### config.mk
export PLATFORM = sky130hd
export DESIGN_NAME = lc3_imm_stage
export DESIGN_NICKNAME = d
export VERILOG_FILES = /design/src/rtl/lc3_pkg.sv /design/src/rtl/lc3_imm_decode.sv /design/src/rtl/lc3_imm_stage.sv
export SDC_FILE = /design/constraint.sdc
export NUM_CORES = 1
export LEC_CHECK = 0
export BUFFER_PORTS_ARGS = -buffer_cell sky130_fd_sc_hd__buf_2
export CAP_MARGIN = 30
export CORE_ASPECT_RATIO = 0.5
export CORE_UTILIZATION = 56
export DETAILED_ROUTE_END_ITERATION = 7
export GPL_ROUTABILITY_DRIVEN = 0
export HOLD_SLACK_MARGIN = 0.05
export PLACE_DENSITY = 0.77
export SLEW_MARGIN = 15
export SYNTH_ARGS = -nofsm -noshare
export SYNTH_HDL_FRONTEND = slang
export SYNTH_SLANG_ARGS = --single-unit
### constraint.sdc
create_clock -name clk -period 4.31 [get_ports clk]
set_input_delay 0.431 -clock clk [delete_from_list [all_inputs] [get_ports clk]]
set_output_delay 0.431 -clock clk [all_outputs]
set_load 0.01 [all_outputs]
### src/rtl/lc3_pkg.sv
// Shared types for the LC-3 immediate stage: field formats, opcodes and the
// buffer entry record.
package lc3_pkg;

  // Widest datapath a buffer entry can carry; the stage uses the low W bits.
  localparam int unsigned WMAX = 64;

  typedef enum logic [2:0] {
    FMT_NONE  = 3'd0,
    FMT_IMM5  = 3'd1,
    FMT_OFF6  = 3'd2,
    FMT_OFF9  = 3'd3,
    FMT_OFF11 = 3'd4,
    FMT_TRAP8 = 3'd5
  } fmt_e;

  typedef enum logic [1:0] {
    OCC_EMPTY = 2'd0,
    OCC_ONE   = 2'd1,
    OCC_TWO   = 2'd2
  } occ_e;

  localparam logic [3:0] OP_BR   = 4'h0;
  localparam logic [3:0] OP_ADD  = 4'h1;
  localparam logic [3:0] OP_LD   = 4'h2;
  localparam logic [3:0] OP_ST   = 4'h3;
  localparam logic [3:0] OP_JSR  = 4'h4;
  localparam logic [3:0] OP_AND  = 4'h5;
  localparam logic [3:0] OP_LDR  = 4'h6;
  localparam logic [3:0] OP_STR  = 4'h7;
  localparam logic [3:0] OP_RTI  = 4'h8;
  localparam logic [3:0] OP_NOT  = 4'h9;
  localparam logic [3:0] OP_LDI  = 4'hA;
  localparam logic [3:0] OP_STI  = 4'hB;
  localparam logic [3:0] OP_JMP  = 4'hC;
  localparam logic [3:0] OP_RES  = 4'hD;
  localparam logic [3:0] OP_LEA  = 4'hE;
  localparam logic [3:0] OP_TRAP = 4'hF;

  typedef struct packed {
    logic [15:0]     ir;
    logic [WMAX-1:0] imm;
    fmt_e            fmt;
    logic [WMAX-1:0] ea;
    logic            ea_valid;
  } entry_t;

endpackage

### src/rtl/lc3_imm_decode.sv
// Combinational LC-3 field extender: picks the immediate/offset field for the
// opcode, extends it to W bits and forms the PC-relative or trap address.
module lc3_imm_decode
  import lc3_pkg::*;
#(
  parameter int unsigned W     = 16,
  parameter bit          EA_EN = 1'b1
) (
  input  logic [15:0]  ir_i,
  input  logic [W-1:0] pc_i,
  output logic [W-1:0] imm_o,
  output logic [2:0]   fmt_o,
  output logic [W-1:0] ea_o,
  output logic         ea_valid_o
);

  fmt_e fmt;
  logic pc_rel;
  logic is_trap;

  always_comb begin
    fmt = FMT_NONE;
    case (ir_i[15:12])
      OP_ADD, OP_AND:                              fmt = ir_i[5] ? FMT_IMM5 : FMT_NONE;
      OP_LDR, OP_STR:                              fmt = FMT_OFF6;
      OP_BR, OP_LD, OP_ST, OP_LDI, OP_STI, OP_LEA: fmt = FMT_OFF9;
      OP_JSR:                                      fmt = ir_i[11] ? FMT_OFF11 : FMT_NONE;
      OP_TRAP:                                     fmt = FMT_TRAP8;
      OP_RTI, OP_NOT, OP_JMP, OP_RES:              fmt = FMT_NONE;
      default:                                     fmt = FMT_NONE;
    endcase
  end

  always_comb begin
    imm_o = '0;
    case (fmt)
      FMT_IMM5:  imm_o = {{(W-5){ir_i[4]}},   ir_i[4:0]};
      FMT_OFF6:  imm_o = {{(W-6){ir_i[5]}},   ir_i[5:0]};
      FMT_OFF9:  imm_o = {{(W-9){ir_i[8]}},   ir_i[8:0]};
      FMT_OFF11: imm_o = {{(W-11){ir_i[10]}}, ir_i[10:0]};
      FMT_TRAP8: imm_o = {{(W-8){1'b0}},      ir_i[7:0]};
      default:   imm_o = '0;
    endcase
  end

  always_comb begin
    pc_rel     = (fmt == FMT_OFF9) || (fmt == FMT_OFF11);
    is_trap    = (fmt == FMT_TRAP8);
    fmt_o      = fmt;
    ea_o       = '0;
    ea_valid_o = 1'b0;
    if (EA_EN) begin
      ea_valid_o = pc_rel || is_trap;
      if (pc_rel) begin
        ea_o = pc_i + imm_o;
      end else if (is_trap) begin
        ea_o = imm_o;
      end
    end
  end

endmodule

### src/rtl/lc3_imm_stage.sv
// Registered LC-3 immediate stage: decode ahead of a two-entry skid buffer with
// valid/ready handshake, flush, and fully registered outputs.
module lc3_imm_stage
  import lc3_pkg::*;
#(
  parameter int unsigned W     = 16,
  parameter bit          EA_EN = 1'b1
) (
  input  logic         clk,
  input  logic         reset,
  input  logic         flush,
  input  logic         in_valid,
  output logic         in_ready,
  input  logic [15:0]  ir,
  input  logic [W-1:0] pc,
  output logic         out_valid,
  input  logic         out_ready,
  output logic [15:0]  out_ir,
  output logic [W-1:0] imm,
  output logic [2:0]   fmt,
  output logic [W-1:0] ea,
  output logic         ea_valid
);

  occ_e   occ_q, occ_d;
  logic   in_ready_q, in_ready_d;
  logic   out_valid_q, out_valid_d;
  entry_t head_q, head_d;
  entry_t skid_q, skid_d;
  entry_t dec;

  logic [W-1:0] dec_imm;
  logic [W-1:0] dec_ea;
  logic [2:0]   dec_fmt;
  logic         dec_ea_valid;
  logic         accept;
  logic         drain;

  lc3_imm_decode #(
    .W     (W),
    .EA_EN (EA_EN)
  ) u_decode (
    .ir_i       (ir),
    .pc_i       (pc),
    .imm_o      (dec_imm),
    .fmt_o      (dec_fmt),
    .ea_o       (dec_ea),
    .ea_valid_o (dec_ea_valid)
  );

  always_comb begin
    dec          = '0;
    dec.ir       = ir;
    dec.imm      = WMAX'(dec_imm);
    dec.fmt      = fmt_e'(dec_fmt);
    dec.ea       = WMAX'(dec_ea);
    dec.ea_valid = dec_ea_valid;
  end

  // in_ready is a flop, so accept never depends combinationally on out_ready.
  assign accept = in_valid & in_ready_q & ~flush;
  assign drain  = out_valid_q & out_ready;

  always_ff @(posedge clk) begin
    if (reset) begin
      occ_q       <= OCC_EMPTY;
      in_ready_q  <= 1'b1;
      out_valid_q <= 1'b0;
    end else begin
      occ_q       <= occ_d;
      in_ready_q  <= in_ready_d;
      out_valid_q <= out_valid_d;
    end
  end

  always_comb begin
    occ_d = occ_q;
    if (flush) begin
      occ_d = OCC_EMPTY;
    end else begin
      case (occ_q)
        OCC_EMPTY: if (accept) occ_d = OCC_ONE;
        OCC_ONE: begin
          if (accept && !drain)      occ_d = OCC_TWO;
          else if (!accept && drain) occ_d = OCC_EMPTY;
        end
        OCC_TWO:   if (drain) occ_d = OCC_ONE;
        default:   occ_d = OCC_EMPTY;
      endcase
    end
  end

  always_comb begin
    in_ready_d  = (occ_d != OCC_TWO);
    out_valid_d = (occ_d != OCC_EMPTY);
  end

  always_comb begin
    head_d = head_q;
    skid_d = skid_q;
    case (occ_q)
      OCC_EMPTY: if (accept) head_d = dec;
      OCC_ONE: begin
        if (accept && drain) head_d = dec;
        else if (accept)     skid_d = dec;
      end
      OCC_TWO:   if (drain) head_d = skid_q;
      default:   ;
    endcase
  end

  always_ff @(posedge clk) begin
    if (reset) begin
      head_q <= '0;
      skid_q <= '0;
    end else begin
      head_q <= head_d;
      skid_q <= skid_d;
    end
  end

  assign in_ready  = in_ready_q;
  assign out_valid = out_valid_q;
  assign out_ir    = head_q.ir;
  assign imm       = W'(head_q.imm);
  assign fmt       = head_q.fmt;
  assign ea        = W'(head_q.ea);
  assign ea_valid  = head_q.ea_valid;

  if (W < WMAX) begin : g_unused_hi
    logic unused_hi;
    assign unused_hi = ^{head_q.imm[WMAX-1:W], head_q.ea[WMAX-1:W]};
  end

endmodule

==> flow_metrics.env <==
export IMPL_n_antenna_cell=0
export IMPL_ys_seq_area_share_pct=39.99
export IMPL_ys_ff_latch=98
export IMPL_antenna_found_initial=0
export IMPL_grt_pass1_vias=4038
export IMPL_setup_violations=0
export IMPL_r2r_start="out_valid"
export IMPL_areaGrowthSynthToFinish_pct=14.95
export IMPL_tns_ns=0
export IMPL_clock_path_buffers=2
export IMPL_final_util_pct=68.52
export IMPL_grt_usage_pct=28.99
export IMPL_antenna_left=0
export IMPL_overflow=0
export IMPL_r2r_end="ea[6]"
export IMPL_vias_per_cell=5.861
export IMPL_vias=4759
export IMPL_drc=0
export IMPL_drt_iter0_markers=422
export IMPL_cts_num_sinks=98
export IMPL_root_buffer="clkbuf_16"
export IMPL_dpl_hpwl_um=8750
export IMPL_final_common_cell="nand2_1"
export IMPL_cts_tree="done"
export IMPL_synth_async_reset_ratio_pct=0
export IMPL_status="finished clean"
export IMPL_syn_area_per_cell_um2=7.666
export IMPL_synth_edf_count=0
export IMPL_finalCriticalPeriod_ns=3.462
export IMPL_rsz0062_at_grt="false"
export IMPL_die_w_um=134.4
export IMPL_cts_buffers=9
export IMPL_totalWireLength_um=13020
export IMPL_grt_pass1_wl_um=20200
export IMPL_ys_warn_count=0
export IMPL_fin_crit_sh_pct=80.32
export IMPL_synth_cells=640
export IMPL_synth_nets=693
export IMPL_port_buffers=90
export IMPL_hold_violations=0
export IMPL_synth_cell_types=59
export IMPL_synth_top_area_share_pct=39.99
export IMPL_grt_max_degree=54
export IMPL_wl_per_cell_um=16.03
export IMPL_fin_nets=748
export IMPL_synth_area_leaders="dfxtp_1 (40%), nand2_1 (9.3%), nor2_1 (6.7%)"
export IMPL_worst_pin_slew_ns=1.020
export IMPL_pin_count=91
export IMPL_synth_top_area_cell="dfxtp_1"
export IMPL_core_um2=8230
export IMPL_synth_flop_cell="dfxtp_1"
export IMPL_hold_depth=3
export IMPL_clock_latency_ns=0.35
export IMPL_p_leak_nw=2.345
export IMPL_path_class="in2reg"
export IMPL_vdd_drop_max_v=0.0002559
export IMPL_fp_dieH_um=68.19
export IMPL_crit_end="ea[14]"
export IMPL_syn_area_um2=4906
export IMPL_critPathCaptureType="register"
export IMPL_cts_max_level=3
export IMPL_cap_violations=0
export IMPL_rr_worst_depth=6
export IMPL_dr_pass1_iters=5
export IMPL_die_area_um2=9162
export IMPL_arrival_ns=3.72
export IMPL_crit_required_ns=4.56
export IMPL_fin_worst_skew_ns=0.007158
export IMPL_initial_core_util_pct=59.61
export IMPL_clock_fmax_mhz=288.9
export IMPL_slew_headroom_pct=31.99
export IMPL_cts_hold_buffers=0
export IMPL_r2r_slack_ns=1.67
export IMPL_start_kind="input pin"
export IMPL_drive_gt1_share_pct=18.14
export IMPL_layout_common_cells="nand2_1 (122), dfxtp_1 (98), buf_2 (90)"
export IMPL_slew_violations=0
export IMPL_clk_pin_slew_worst_paths_ns=0.07
export IMPL_cellPowerDensity_nw_per_um2=379.3
export IMPL_fp_row_count=23
export IMPL_cp_max_fo=6
export IMPL_startpoint="ir[5]"
export IMPL_postCtsSetupRepairBufs=0
export IMPL_hp_class="in2reg"
export IMPL_cts_resized=0
worst max-delay path, cell delays in order:
cell and delay (ns):
buf_2 0.16, inv_1 0.08, o41a_1 0.51, nor2b_1 0.25
ha_1 0.24, inv_1 0.06, fa_1 0.40, nand2b_1 0.19
a21oi_1 0.22, o21ai_1 0.13, a21oi_1 0.23, a31oi_1 0.16
or4_1 0.42, a311oi_1 0.22
how the worst min path moves through the flow:
stage                    start          end  slack (ns)
floorplan           skid_q[10]   skid_q[10]        0.43
global placement        imm[5]       imm[5]        0.44
detailed placement      imm[8]       imm[8]        0.44
CTS                     ir[10]  skid_q[142]        0.34
global route             flush     in_ready        0.37
finish                  ir[10]  skid_q[142]        0.34
flip-flops by register name, indices dropped and copies added, names as in the netlist:
register	count
out_valid	1
ea_valid	1
imm	11
occ_q	2
out_ir	16
in_ready	1
fmt	3
skid_q	47
ea	16
synthesized netlist by cell type, types with 3 or more instances:
library cell,count
nand2_1,122
dfxtp_1,98
nor2_1,87
a21oi_1,63
clkbuf_1,36
a211oi_1,26
a311oi_1,24
nand3_1,23
ha_1,15
nor3_1,12
nor2b_1,10
inv_1,9
o21ai_1,9
xor2_1,8
a21o_1,6
a22oi_1,6
buf_4,6
buf_2,5
nand2b_1,5
o211ai_1,5
a31oi_1,4
buf_1,4
o22ai_1,4
and3_1,3
o21ai_0,3
or3_1,3
xnor2_1,3
where the power goes:
part | leakage, nW | switching, mW | internal [mW]
sequential | 0.797 | 0.0180 | 0.939
clock | 0.135 | 0.353 | 0.451
combinational | 1.41 | 0.233 | 0.144
cell families (layout without fill, tap and decap cells):
family / count (synthesis) / in the layout / synth area share [%]
buffers and inverters: 63 / 123 / 5.560
XOR/XNOR: 11 / 11 / 1.964
AND/OR/NAND/NOR: 283 / 283 / 25.20
AO/OA/AOI/OAI: 169 / 169 / 23.06
flip-flops: 98 / 98 / 39.99
adder cells (fa/ha/maj): 16 / 16 / 4.234
metal layers:
layer | global-route usage (%) | up-vias | part of all wire [%]
li1 | - | 2356 | -
met1 | 40.31 | 2213 | 48
met2 | 47.28 | 180 | 44
met3 | 5.481 | 10 | 7.7
met4 | 6.320 | 0 | 0.60
met5 | 0 | - | 0
area by class of cell:
cell class	instances	area, um^2
Clock buffer	10	229.0
Fill cell	733	2591
Clock inverter	6	66.31
Tap cell	112	140.1
Inverter	11	41.29
Multi-Input combinational cell	479	2693
Sequential cell	98	1962
Timing Repair Buffer	96	508.0
through the flow:
stage / hold WS [ns] / area (um^2) / worst slack, ns / instances / power (mW)
floorplan: 0.4323 / 4906 / 1.019 / 640 / 1.236
global placement: 0.4371 / 5324 / 0.6801 / 795 / 1.340
detailed placement: 0.4400 / 5344 / 0.4964 / 796 / 1.347
CTS: 0.3376 / 5639 / 0.8786 / 812 / 2.144
global route: 0.3683 / 5639 / 0.6083 / 812 / 2.221
finish: 0.3389 / 5639 / 0.8482 / 812 / 2.139
Power figures use the tool's default switching activity.
